File: config.mk
export PLATFORM = sky130hd
export DESIGN_NAME = multicycle_ctrl
export DESIGN_NICKNAME = d
export VERILOG_FILES = /design/src/rtl/multicycle_ctrl.sv
export SDC_FILE = /design/constraint.sdc
export NUM_CORES = 1
export LEC_CHECK = 0
export ABC_AREA = 1
export CORE_MARGIN = 2
export CORE_UTILIZATION = 40
export CTS_BUF_LIST = sky130_fd_sc_hd__clkbuf_16
export CTS_CLUSTER_DIAMETER = 80
export DETAILED_ROUTE_END_ITERATION = 12
export PLACE_DENSITY = 0.84
export SYNTH_ARGS = -nofsm -noshare
export SYNTH_HDL_FRONTEND = slang
export SYNTH_SLANG_ARGS = --single-unit
File: constraint.sdc
create_clock -name clk -period 3.5 [get_ports clk]
set_input_delay 1.05 -clock clk [delete_from_list [all_inputs] [get_ports clk]]
set_output_delay 1.05 -clock clk [all_outputs]
set_load 0.005 [all_outputs]
File: src/rtl/multicycle_ctrl.sv
// Multi-cycle datapath controller: sequences fetch, decode, execute, memory
// and write-back, drives the datapath selects and enables, runs the memory
// request handshake and traps a memory access that never completes.
module multicycle_ctrl #(
  parameter int TIMEOUT = 64,
  parameter int TO_W    = 7
) (
  input  logic        clk,
  input  logic        rst_n,
  input  logic        run_i,
  input  logic [15:0] instr_i,
  input  logic        mem_ready_i,
  input  logic        zero_i,
  output logic        mem_req_o,
  output logic        mem_we_o,
  output logic        addr_sel_o,
  output logic        ir_we_o,
  output logic        pc_we_o,
  output logic [1:0]  pc_src_o,
  output logic        alu_a_sel_o,
  output logic [1:0]  alu_b_sel_o,
  output logic [2:0]  aluop_o,
  output logic        reg_we_o,
  output logic        reg_dst_o,
  output logic        wb_sel_o,
  output logic        halted_o,
  output logic        err_o,
  output logic [2:0]  state_o
);

  typedef enum logic [2:0] {
    S_IDLE   = 3'd0,
    S_FETCH  = 3'd1,
    S_DECODE = 3'd2,
    S_EXEC   = 3'd3,
    S_MEM    = 3'd4,
    S_WB     = 3'd5,
    S_HALT   = 3'd6,
    S_ERROR  = 3'd7
  } state_e;

  localparam logic [3:0] OP_R    = 4'h0;
  localparam logic [3:0] OP_ADDI = 4'h1;
  localparam logic [3:0] OP_LW   = 4'h2;
  localparam logic [3:0] OP_SW   = 4'h3;
  localparam logic [3:0] OP_BEQ  = 4'h4;
  localparam logic [3:0] OP_JMP  = 4'h5;
  localparam logic [3:0] OP_HALT = 4'h6;

  localparam logic [2:0] ALU_IDLE = 3'b000;
  localparam logic [2:0] ALU_ADD  = 3'b001;
  localparam logic [2:0] ALU_SUB  = 3'b010;
  localparam logic [2:0] ALU_FUNC = 3'b100;

  state_e            state_q, state_d;
  logic [3:0]        opcode_q, opcode_d;
  logic [TO_W-1:0]   timer_q, timer_d;
  logic              to_last;

  // The request cycle that would push the timer to TIMEOUT is the last one
  // allowed; without mem_ready in that cycle the access is abandoned.
  assign to_last = (timer_q == TO_W'(TIMEOUT - 1));
  assign state_o = state_q;

  // State, latched opcode and timeout counter registers.
  // NOTE: sequential state uses non-blocking assignments so every register
  // samples the pre-edge values, independent of block evaluation order.
  always_ff @(posedge clk or negedge rst_n) begin
    if (!rst_n) begin
      state_q  <= S_IDLE;
      opcode_q <= '0;
      timer_q  <= '0;
    end else begin
      state_q  <= state_d;
      opcode_q <= opcode_d;
      timer_q  <= timer_d;
    end
  end

  // Next-state and output decode from the current state and latched opcode.
  // NOTE: every signal written here gets a default first, so no path can
  // leave one unassigned and infer a latch.
  always_comb begin
    state_d     = state_q;
    opcode_d    = opcode_q;
    mem_req_o   = 1'b0;
    mem_we_o    = 1'b0;
    addr_sel_o  = 1'b0;
    ir_we_o     = 1'b0;
    pc_we_o     = 1'b0;
    pc_src_o    = 2'b00;
    alu_a_sel_o = 1'b0;
    alu_b_sel_o = 2'b00;
    aluop_o     = ALU_IDLE;
    reg_we_o    = 1'b0;
    reg_dst_o   = 1'b0;
    wb_sel_o    = 1'b0;
    halted_o    = 1'b0;
    err_o       = 1'b0;

    unique case (state_q)
      S_IDLE: begin
        if (run_i) state_d = S_FETCH;
      end

      S_FETCH: begin
        mem_req_o = 1'b1;
        if (mem_ready_i) begin
          ir_we_o  = 1'b1;
          opcode_d = instr_i[15:12];
          state_d  = S_DECODE;
        end else if (to_last) begin
          state_d = S_ERROR;
        end
      end

      S_DECODE: begin
        // PC <- PC + 1 happens for every instruction, including HALT/NOP.
        alu_b_sel_o = 2'b01;
        aluop_o     = ALU_ADD;
        pc_we_o     = 1'b1;
        if (opcode_q == OP_HALT)     state_d = S_HALT;
        else if (opcode_q <= OP_JMP) state_d = S_EXEC;
        else                         state_d = S_FETCH;
      end

      S_EXEC: begin
        state_d = S_FETCH;
        case (opcode_q)
          OP_R: begin
            alu_a_sel_o = 1'b1;
            aluop_o     = ALU_FUNC;
            state_d     = S_WB;
          end
          OP_ADDI: begin
            alu_a_sel_o = 1'b1;
            alu_b_sel_o = 2'b10;
            aluop_o     = ALU_ADD;
            state_d     = S_WB;
          end
          OP_LW, OP_SW: begin
            alu_a_sel_o = 1'b1;
            alu_b_sel_o = 2'b10;
            aluop_o     = ALU_ADD;
            state_d     = S_MEM;
          end
          OP_BEQ: begin
            alu_a_sel_o = 1'b1;
            aluop_o     = ALU_SUB;
            if (zero_i) begin
              pc_we_o  = 1'b1;
              pc_src_o = 2'b01;
            end
          end
          OP_JMP: begin
            pc_we_o  = 1'b1;
            pc_src_o = 2'b10;
          end
          default: state_d = S_FETCH;
        endcase
      end

      S_MEM: begin
        mem_req_o  = 1'b1;
        addr_sel_o = 1'b1;
        mem_we_o   = (opcode_q == OP_SW);
        if (mem_ready_i) begin
          state_d = (opcode_q == OP_SW) ? S_FETCH : S_WB;
        end else if (to_last) begin
          state_d = S_ERROR;
        end
      end

      S_WB: begin
        reg_we_o  = 1'b1;
        reg_dst_o = (opcode_q != OP_R);
        wb_sel_o  = (opcode_q == OP_LW);
        state_d   = S_FETCH;
      end

      S_HALT:  halted_o = 1'b1;
      S_ERROR: err_o    = 1'b1;

      default: state_d = S_IDLE;
    endcase
  end

  // Timeout counter: counts stalled request cycles while the FSM stays in
  // FETCH/MEM, and is zero on entry to either state.
  always_comb begin
    timer_d = '0;
    if (mem_req_o && !mem_ready_i && (state_d == state_q)) begin
      timer_d = timer_q + TO_W'(1);
    end
  end

endmodule

== Word-level counts from Yosys, hierarchy flattened ==
Index checks and enable logic that the tools add are counted.
W data, S select, Z words.
Word-level totals
  output and inout port bits: 21
  logic and storage cells: 64
  bits in registers: 14
  input bits: 21
Operators by class
  mux-type cells: 32
  equality and inequality tests: 15
  order comparisons: 1
  add/subtract/negate cells: 1
  reduce and logical (&&, ||, !) cells: 12
Operators with widths (number)
  $mux W3: 6
  $pmux W3 S6: 1
  $mux W1: 14
  $eq A3 B3 Y1 const B: 4
  $eq A4 B3 Y1 const B: 3
  $pmux W3 S2: 2
  $pmux W3 S3: 1
  $eq A4 B2 Y1 const B: 2
  $pmux W2 S2: 2
  $add A7 B1 Y7 const B: 1
  $eq A7 B6 Y1 const B: 1
  $mux W7: 1
  $eq A3 B2 Y1 const B: 2
  $mux W2: 3
  $reduce_or A2 Y1: 3
  $reduce_or A5 Y1: 1
  $eq A4 B1 Y1 const B: 1
  $le A4 B3 Y1 const B: 1
  $logic_not A4 Y1: 1
  $pmux W1 S2: 2
  $reduce_bool A4 Y1: 1
  $eq A3 B1 Y1 const B: 1
  $eq A3 B3 Y1: 1
  $logic_not A3 Y1: 1
  other kinds (4): 5

== Depth between registers and ports, before layout ==
Gate-level depths: netlist of run 1.
  word-level depth: 7
  gate-level depth with buffers: 10
  depth with buffers taken out: 10

== Worst setup path before layout of run 1 ==
No wires, ideal clock.
  path kind: input to output
  start point: in mem_ready_i
  end point: out ir_we_o
  data required time: 2.450 ns
  arrival time: 1.262 ns
  slack: 1.188 ns
  stages: 2
  path through: nand3_2 -> clkinv_1
Between the ends
  word-level cells in the longest chain between the ends: 2
Ends and longest elaborated chain
  start, declared: RTL line 12  | input logic mem_ready_i,
  $mux W1: RTL line 108  | if (mem_ready_i) begin
  $mux W1: RTL line 101  | unique case (state_q)
  end, declared: RTL line 17  | output logic ir_we_o,
No other way between the ends.

== Worst setup path after layout of run 1 ==
Same ends and word-level chain as after synthesis.

==> impl_metrics.toml, run 1 <==
[pwr]
power_density_mw_per_mm2 = 300.5
ir_drop_mv = 0.3081
cellLeakagePower_nw = 0.5774

[clock_tree]
post_cts_resize_count = 0
clk_latency_ns = 0.24
clk_pin_slew_ns = 0.05
cts_buffers = 3
clk_path_buf_depth = 2
clock-root-buffer = "clkbuf_16"
post_cts_buffers = 0
cts.sinks = 14
htreeDepth = 1
cts_tree = "done"
holdBufCountCts = 0

[sta]
max_freq_ghz = 0.3024
period_minus_slack_ns = 3.306
hold_viol = 0
finalSetupTns_ns = 0
drv_slew = 0
final.setup_skew_ns = 0.003715
tightest_slew_ns = 0.6079
period_share = 0.9447
relSlewSlack = 0.5935
rsz0062_at_grt = "false"
setup_viol = 0

[global_route]
grt_pass1_vias = 833
grt_overflow = 0
top_usage_layer = "met2"
grtUsageMet3 = 0.04678
grt_pass1_wl_um = 3560
use_met1 = 0.2301
met2_usage = 0.3052
grtUsageTotal = 0.1861
grt_max_degree = 15
grt_antenna_before_repair = 0

[final_layout]
regArea_um2 = 350.3
num_antenna_cells = 0
layout_commonest_cell = "clkdlybuf4s50_1"
num-fill-cells = 182
final_area_mm2 = 0.001297
drive_above_1_share = 0.06061
mostFrequentLayoutCells = "clkdlybuf4s50_1 (29), nor2_1 (28), nand2_1 (27), inv_1 (21), dfrtp_1 (14)"
area_growth_pct = 46.47
fin_nets = 188
final_cell_count_no_fill = 193
multiInputGateArea_um2 = 445.4

[synth]
syn_area_per_cell_um2 = 6.762
synth_seq_cells = 14
synthesis.area_um2 = 885.9
ys_types = 21
netlist_instances = 131
synthesis.nets = 153
seq_area_frac_synth = 0.3955
yosysWarningCount = 0

[status]
status = "finished clean"

[drt]
drt_pre_antenna_iters = 4
viasPerCell = 4.943
drtAntennaViolNets = 0
routed_wl_um = 2074
drt-initial-drc-count = 30
wl_per_cell_um = 10.75
route.detailed.drc = 0
vias = 954

[floorplan]
start_util = 0.4123
die_w_um = 51.06
dieArea_mm2 = 0.002607
core_area_mm2 = 0.002148
rows = 17
ios = 42
die_h_um = 51.06

[setup_path]
end_kind = "output pin"
worstPathMaxFanout = 3
required_ns = 2.45
path_class = "primary input to output pin"
startpoint_type = "primary input"
critPathArrivalTime_ns = 2.26

[place]
gp_routability_congestion = 0.9279
hpwl_um = 1615
io_buffers = 29
postPlaceCellArea_mm2 = 0.001219
post-place-cells = 189

[flow_run]
cap_violations = 0

[hold_path]
hold_class = "flip-flop to flip-flop"
==> worst max-delay path, cell delays in order <==
cell and delay (ns):
clkdlybuf4s50_1 0.53, nand3_2 0.10, clkinv_1 0.07, clkdlybuf4s50_1 0.50
==> state kept, by name, summed over array words and instances (netlist names) <==
name and cells:
timer_q 7, opcode_q 4, state_o 3
==> cell usage after synthesis, drive strengths merged <==
master | count | area, um^2
a21oi | 3 | 15.01
a31oi | 1 | 6.260
and2 | 1 | 6.260
clkinv | 1 | 3.750
dfrtp | 14 | 350.3
ha | 1 | 12.51
inv | 23 | 86.34
nand2 | 28 | 107.6
nand3 | 12 | 77.58
nand3b | 1 | 7.510
nor2 | 29 | 111.4
nor3 | 2 | 10.01
nor4 | 1 | 6.260
o21ai | 10 | 50.05
xnor2 | 2 | 17.52
xor2 | 2 | 17.52
==> final cells by class <==
| type | count | share of cell area |
|---|---|---|
| timing repair buffer | 30 | 0.2295 |
| inverter | 24 | 0.06943 |
| clock buffer | 3 | 0.05786 |
| clock inverter | 1 | 0.002893 |
| multi-input combinational | 93 | 0.3433 |
| sequential | 14 | 0.2700 |
| tap | 28 | 0.02700 |
==> per-layer routing <==
layer / wire length (um) / share of wire
met1: 929 / 0.45
met2: 955 / 0.46
met4: 47 / 0.023
met5: 0 / 0
met3: 142 / 0.068
==> logic make-up after synthesis <==
logic type | synth area share
buffers and inverters | 0.1017
AO/OA/AOI/OAI | 0.08051
XOR/XNOR | 0.03956
flip-flops | 0.3955
adder cells (fa/ha/maj) | 0.01412
AND/OR/NAND/NOR | 0.3687
==> final timing paths <==
check / cells after the start / endpoint / start / slack [ns]
max: 4 / ir_we_o / mem_ready_i / 0.19
max reg2reg: 10 / timer_q[0] / timer_q[0] / 1.95
max in group asynchronous: 1 / state_o[2] / rst_n / 1.91
min reg2reg: 1 / timer_q[0] / timer_q[0] / 0.47
min: 1 / timer_q[0] / timer_q[0] / 0.47
min in group asynchronous: 1 / timer_q[0] / rst_n / 1.19
==> report_power, final <==
group          leakage (nW)  internal [mW]  switching, mW
clock network        0.0385          0.151         0.0631
logic                 0.375        0.00817        0.00544
registers             0.164          0.162              0
==> per-stage QoR <==
step | setup slack (ns) | total power [mW] | hold WS (ns) | utilization
4_1_cts | 0.2001 | 0.3939 | 0.4638 | 0.6040
5_1_grt | 0.1341 | 0.4019 | 0.4849 | 0.6040
2_1_floorplan | 1.188 | 0.1660 | 0.4301 | -
3_5_place_dp | 0.1953 | 0.1786 | 0.4588 | 0.5673
3_3_place_gp | 0.2082 | 0.1784 | 0.4509 | 0.5673
6_report | 0.1937 | 0.3898 | 0.4735 | 0.6040
No activity file was read; power rests on OpenSTA's default activity.
==> run 2: changes to the inputs <==
Settings changed: CTS_CLUSTER_SIZE set to 10.
==> results of run 2 <==
Final layout, timing and power as in run 1 (identical DEF).
